===== src/rtl/led_pattern_gen_if.sv =====
// Control and status bundle for led_pattern_gen: run controls in, LED drive and step pulse out.
interface led_pattern_gen_if #(
    parameter int N_LEDS = 6,
    parameter int DIV_W  = 26
);
    logic              en;
    logic [1:0]        mode;
    logic [DIV_W-1:0]  period;
    logic [3:0]        duty;
    logic [N_LEDS-1:0] led;
    logic              step;

    modport master (output en, mode, period, duty, input led, step);
    modport slave  (input en, mode, period, duty, output led, step);
endinterface


===== src/rtl/led_pattern_gen.sv =====
// LED pattern generator: prescaled step events advance a rotate/bounce/count pattern,
// and a 15-cycle PWM counter gates the registered LED drive for brightness.
module led_pattern_gen #(
    parameter int N_LEDS = 6,
    parameter int DIV_W  = 26
) (
    input  logic             clk,
    input  logic             rst,
    led_pattern_gen_if.slave bus
);

    typedef enum logic {DIR_UP, DIR_DOWN} dir_t;

    localparam logic [1:0] MODE_ROL    = 2'b00;
    localparam logic [1:0] MODE_ROR    = 2'b01;
    localparam logic [1:0] MODE_BOUNCE = 2'b10;
    localparam logic [1:0] MODE_COUNT  = 2'b11;
    localparam logic [3:0] PC_LAST     = 4'd14;

    logic [DIV_W-1:0]  cnt, cnt_next;
    logic [N_LEDS-1:0] pattern, pattern_next;
    logic [1:0]        mode_q, mode_q_next;
    dir_t              dir, dir_next;
    logic [3:0]        pc;
    logic              step_evt;
    logic              pwm_on;
    logic [N_LEDS-1:0] led_q;
    logic              step_q;

    assign bus.led  = led_q;
    assign bus.step = step_q;

    // The >= compare lets a shortened period take effect immediately instead of waiting for a wrap.
    always_comb begin
        step_evt     = bus.en && (cnt >= bus.period);
        pwm_on       = (pc < bus.duty);
        cnt_next     = cnt;
        pattern_next = pattern;
        mode_q_next  = mode_q;
        dir_next     = dir;

        if (bus.en) begin
            cnt_next = step_evt ? '0 : cnt + DIV_W'(1);
        end

        if (step_evt) begin
            if (bus.mode != mode_q) begin
                mode_q_next  = bus.mode;
                dir_next     = DIR_UP;
                pattern_next = (bus.mode == MODE_COUNT) ? '0 : N_LEDS'(1);
            end else begin
                case (mode_q)
                    MODE_ROL: pattern_next = {pattern[N_LEDS-2:0], pattern[N_LEDS-1]};
                    MODE_ROR: pattern_next = {pattern[0], pattern[N_LEDS-1:1]};
                    MODE_BOUNCE: begin
                        if (dir == DIR_UP) begin
                            if (pattern[N_LEDS-1]) begin
                                dir_next     = DIR_DOWN;
                                pattern_next = pattern >> 1;
                            end else begin
                                pattern_next = pattern << 1;
                            end
                        end else begin
                            if (pattern[0]) begin
                                dir_next     = DIR_UP;
                                pattern_next = pattern << 1;
                            end else begin
                                pattern_next = pattern >> 1;
                            end
                        end
                    end
                    default: pattern_next = pattern + N_LEDS'(1);
                endcase
            end
        end
    end

    // The PWM counter free-runs regardless of en so a frozen pattern still dims correctly.
    always_ff @(posedge clk) begin
        if (rst) begin
            cnt     <= '0;
            pc      <= '0;
            pattern <= N_LEDS'(1);
            mode_q  <= MODE_ROL;
            dir     <= DIR_UP;
            led_q   <= '0;
            step_q  <= 1'b0;
        end else begin
            cnt     <= cnt_next;
            pc      <= (pc == PC_LAST) ? 4'd0 : pc + 4'd1;
            pattern <= pattern_next;
            mode_q  <= mode_q_next;
            dir     <= dir_next;
            led_q   <= pattern & {N_LEDS{pwm_on}};
            step_q  <= step_evt;
        end
    end

endmodule


===== src/flat_wrapper.sv =====
// flat-port wrapper written by rule: the top's interface ports become plain ports
module led_pattern_gen_flat 
#(
    parameter int N_LEDS = 6,
    parameter int DIV_W  = 26
)
  (clk, rst, bus_en, bus_mode, bus_period, bus_duty, bus_led, bus_step);
  led_pattern_gen_if #(.N_LEDS(N_LEDS), .DIV_W(DIV_W)) bus_i ();
  input  logic clk;
  input  logic rst;
  input wire logic [$bits(bus_i.en)-1:0] bus_en;
  input wire logic [$bits(bus_i.mode)-1:0] bus_mode;
  input wire logic [$bits(bus_i.period)-1:0] bus_period;
  input wire logic [$bits(bus_i.duty)-1:0] bus_duty;
  output wire logic [$bits(bus_i.led)-1:0] bus_led;
  output wire logic [$bits(bus_i.step)-1:0] bus_step;
  assign bus_i.en = bus_en;
  assign bus_i.mode = bus_mode;
  assign bus_i.period = bus_period;
  assign bus_i.duty = bus_duty;
  assign bus_led = bus_i.led;
  assign bus_step = bus_i.step;
  led_pattern_gen #(.N_LEDS(N_LEDS), .DIV_W(DIV_W)) u_core (.clk(clk), .rst(rst), .bus(bus_i));
endmodule

===== config.mk =====
export PLATFORM = sky130hd
export DESIGN_NAME = led_pattern_gen_flat
export DESIGN_NICKNAME = d
export VERILOG_FILES = /design/src/rtl/led_pattern_gen_if.sv /design/src/rtl/led_pattern_gen.sv /design/src/flat_wrapper.sv
export SDC_FILE = /design/constraint.sdc
export NUM_CORES = 1
export LEC_CHECK = 0
export CAP_MARGIN = 40
export CORE_UTILIZATION = 45
export CTS_BUF_LIST = sky130_fd_sc_hd__clkbuf_2 sky130_fd_sc_hd__clkbuf_4 sky130_fd_sc_hd__clkbuf_8
export DETAILED_ROUTE_END_ITERATION = 8
export PLACE_DENSITY = 0.68
export SLEW_MARGIN = 20
export SYNTH_ARGS = -nofsm -noshare
export SYNTH_HDL_FRONTEND = slang
export SYNTH_SLANG_ARGS = --single-unit

===== constraint.sdc =====
create_clock -name clk -period 6.9 [get_ports clk]
set_input_delay 1.38 -clock clk [delete_from_list [all_inputs] [get_ports clk]]
set_output_delay 1.38 -clock clk [all_outputs]
set_load 0.05 [all_outputs]

* Word-level counts from Yosys, hierarchy flattened
Index checks and enable logic that the tools add are counted.
** Operators by class
- Add/subtract/negate cells :: 3
- Magnitude comparators :: 2
- Eq/ne operators :: 5
- Mux-type cells :: 12
- Bitwise gates (word level) :: 1
- Reductions and logical operators :: 6
** Operator list (count)
- 26-bit by 1-bit adder with 26-bit output (second input constant) :: 1
- 26-bit greater-or-equal comparator :: 1
- 26-bit two-way mux :: 1
- 6-bit two-way mux :: 4
- 6-bit one-hot mux with 3 select lines :: 1
- 6-bit by 1-bit adder with 6-bit output (second input constant) :: 1
- 6-bit AND :: 1
- 1-bit two-way mux :: 6
- 4-bit by 1-bit adder with 4-bit output (second input constant) :: 1
- 2-bit equality test (second input constant) :: 2
- 4-bit equality test (second input constant) :: 1
- 4-bit less-than comparator :: 1
- 2-bit AND reduction :: 2
- 2-bit by 1-bit equality test with 1-bit output (second input constant) :: 1
- 2-bit zero test :: 1
- 2-bit != test :: 1
- 2-bit nonzero test :: 1
- 2-bit OR reduction :: 1
- 1-bit logical AND :: 1
** Storage, ports and cells
- Flip-flop bits (word level) :: 46
- Input bits :: 35
- Output and inout port bits :: 7
- Logic and storage cells :: 36

* Logic depth before layout (Yosys ltp)
- Word-level depth :: 4
- Mapped depth :: 9
- Depth with buffers taken out :: 8

* Least setup slack after synthesis
Ideal clock, no wire load.
- Path kind :: input to register
- From :: input bus_period[19]
- To :: register u_core.pattern[1]
- Library setup time :: 115 ps
- Data arrival time :: 3064 ps
- Data required time :: 6785 ps
- Setup slack :: 3720 ps
- Cell stages on the path :: 8
- Path buffers :: 0
- Cell sequence :: inv_1 > ha_1 > a21o_1 > a221o_1 > a22o_1 > a31o_2 > o211a_1 > a31o_1
** On the way
- Longest elaborated chain between the ends :: 2
** Ends and longest elaborated chain
- start: declaration :: line flat_wrapper.sv:13 : input wire logic [$bits(bus_i.period)-1:0] bus_period;
- 26-bit greater-or-equal comparator :: line led_pattern_gen.sv:35 : step_evt = bus.en && (cnt >= bus.period);
- 1-bit logical AND :: line led_pattern_gen.sv:35
- end signal: assignment :: line led_pattern_gen.sv:91 : pattern <= pattern_next;
- end: declaration :: line led_pattern_gen.sv:21 : logic [N_LEDS-1:0] pattern, pattern_next;
Every way passes these cells.
A chain may end at the register's enable or synchronous reset.

* Worst setup path in the final report
- From :: input bus_period[17]
- To :: register u_core.pattern[1]
The elaborated chain is that of the path after synthesis.

==> impl_metrics.yaml <==
yosys:
  ys.flop_type: "dfxtp_1"
  ys_ff_latch: 46
  yosysMostFrequentCell: "dfxtp_1"
  synth_top_area_share: 0.304
  yosysSeqAreaShare: 0.304
  synthTopCellsByCount: "dfxtp_1, nor2_1, inv_1, ha_1, nand2_1"
  syn-num-nets: 441
  ys_top_cells_by_area: "dfxtp_1, ha_1, xor2_1"
  netlist_area_sq_um: 3030
  avgSynthCellArea_sq_um: 8.13
  syn_inst: 372
  async_reset_ff_frac: 0
  ys_types: 55
  synth_edf_count: 0
  yosys_warnings: 0
  synth_top_area_cell: "dfxtp_1"
clock_tree:
  htreeDepth: 2
  cts_root_buf: "clkbuf_8"
  post_cts_resized: 0
  holdBufCountCts: 0
  clock_latency_ns: 0.30
  cts_sinks: 46
  path_clk_slew_ns: 0.08
  cts_tree: "done"
  clockBufferDepth: 2
  cts_buffers: 5
  postCtsSetupRepairBufs: 0
floorplan:
  dieHeight_microns: 84.0
  boundaryPins: 42
  die_w_microns: 84.0
  rows: 29
  core_area_sq_um: 6420
  die_area_sq_um: 7060
  start_util: 0.471
worst_hold_path:
  hp-start: "u_core.pc[0]$_SDFF_PP0_"
  hp-class: "flop to flop"
timing:
  rsz0062_at_grt: "no"
  max_slew_margin: 0.536
  worstMarginPinSlew_ns: 0.691
  finalSetupViolations: 0
  fin_crit_sh: 0.532
  min_period_ns: 3.67
  skew_ns: 0.00801
  hold_viol: 0
  drv_slew: 0
  fmax_ghz: 0.272
  setup-tns-final_ns: 0
setup_path:
  endpoint_kind: "flop"
  worstReg2RegStart: "u_core.cnt[15]$_SDFFE_PP0P_"
  startpoint: "bus_period[17]"
  cp_max_fo: 7
  path_class: "input pin to flop"
  cp-start-kind: "input pin"
  cp.arrival_ns: 3.87
  worstPathRequired_ns: 7.10
routing:
  drtAntennaViolNets: 0
  drc: 3
  first_pass_iters: 6
  vias_per_cell: 5.35
  first_iter_violations: 113
  avgRoutedWirePerCell_microns: 12.8
  wirelength_mm: 6.21
  vias: 2602
run_status:
  violations: "DRC"
  outcome: "finished with violations"
power:
  p_per_area_nw_per_um2: 140
  p_leak_nw: 1.54
  ir_drop_v: 0.0000875
layout:
  insertedDiodeCount: 0
  drive_gt1_frac: 0.0465
  num-fill-cells: 624
  final_util: 0.555
  fin_nets: 477
  syn2layout_area_growth_pct: 17.8
global_route:
  grt_pass1_wl_mm: 11.1
  grt_pass1_vias: 2501
  grt_max_degree: 27
  grt_overflow_total: 0
  antenna_found_initial: 0
  grtUsageTotal: 0.191
placement:
  gp_congestion: 0.791
  port-buffer-count: 41
  dp_hpwl_mm: 4.82
run:
  drv_cap: 0
registers in the layout, indices dropped and copies added, names as in the netlist:
name,flops
u_core.mode_q,2
u_core.pc,4
u_core.cnt,26
u_core.pattern,6
u_core.dir,1
u_core.bus.led,6
u_core.bus.step,1
report_power, final:
| group | total [W] | switching [W] | internal, W |
|---|---|---|---|
| clock network | 0.000173 | 0.0000886 | 0.0000848 |
| registers | 0.000272 | 0.00000339 | 0.000268 |
| logic | 0.0000555 | 0.0000254 | 0.0000300 |
| total | 0.000501 | 0.000117 | 0.000383 |
logic make-up (layout without fill, tap and decap cells):
family / after synthesis / in the layout / synth area share
simple gates: 142 / 142 / 0.240
compound gates: 67 / 67 / 0.149
buf+inv: 50 / 87 / 0.0678
flops: 46 / 46 / 0.304
fa+ha+maj: 34 / 34 / 0.141
xor+xnor: 29 / 29 / 0.0840
mux: 4 / 4 / 0.0141
cell usage in the layout (no fill, tap or decap), types with 4 or more instances in the layout:
| cell type | n |
|---|---|
| nor3_1 | 4 |
| and2_1 | 9 |
| nand4_1 | 13 |
| dfxtp_1 | 46 |
| xnor2_1 | 10 |
| nor2_1 | 44 |
| ha_1 | 34 |
| clkdlybuf4s50_1 | 41 |
| a21oi_1 | 13 |
| nand3_1 | 11 |
| xor2_1 | 19 |
| and3_1 | 11 |
| inv_1 | 37 |
| clkbuf_8 | 6 |
| o21ai_0 | 22 |
| nand2_1 | 29 |
| and4_1 | 5 |
path summary, 6_finish.rpt:
check / to / slack [ns] / cells after the start
worst max-delay path: u_core.pattern[1]$_SDFFE_PP0P_ / 3.23 / 9
worst min-delay path: u_core.pc[0]$_SDFF_PP0_ / 0.50 / 1
worst max register to register: u_core.pattern[1]$_SDFFE_PP0P_ / 4.42 / 7
worst min register to register: u_core.pc[0]$_SDFF_PP0_ / 0.50 / 1
through the flow:
stage | area [sq um] | total power, W | hold slack [ns] | setup WS, ns | instances
floorplan | 3030 | 0.000307 | 0.441 | 3.72 | 372
global placement | 3470 | 0.000332 | 0.473 | 2.98 | 478
detailed placement | 3470 | 0.000334 | 0.487 | 2.90 | 478
CTS | 3560 | 0.000508 | 0.507 | 3.23 | 486
global route | 3560 | 0.000530 | 0.553 | 3.06 | 486
finish | 3560 | 0.000501 | 0.503 | 3.23 | 486
worst max-delay path: stages:
cell and delay [ns]:
clkdlybuf4s50_1 0.45, inv_1 0.05, ha_1 0.29, nand4_1 0.18, nor3_2 0.43, nand4_1 0.21
a31oi_1 0.46, nor2_2 0.18, a31o_1 0.25
cell type report:
| class | instances | area, sq um | area share |
|---|---|---|---|
| tap | 77 | 96.3 | 0.0270 |
| sequential | 46 | 921 | 0.258 |
| clock inverter | 1 | 5.00 | 0.00140 |
| inverter | 38 | 143 | 0.0400 |
| clock buffer | 7 | 90.1 | 0.0253 |
| timing repair buffer | 41 | 410 | 0.115 |
| multi-input combinational | 276 | 1900 | 0.533 |
per-layer routing:
metal | vias up | part of all wire | track usage
li1 | 1355 | - | -
met1 | 1193 | 0.49 | 0.245
met2 | 45 | 0.47 | 0.326
met3 | 9 | 0.032 | 0.0356
met4 | 0 | 0.011 | 0.0502
met5 | - | 0 | 0
No activity file was read; power rests on OpenSTA's default activity.
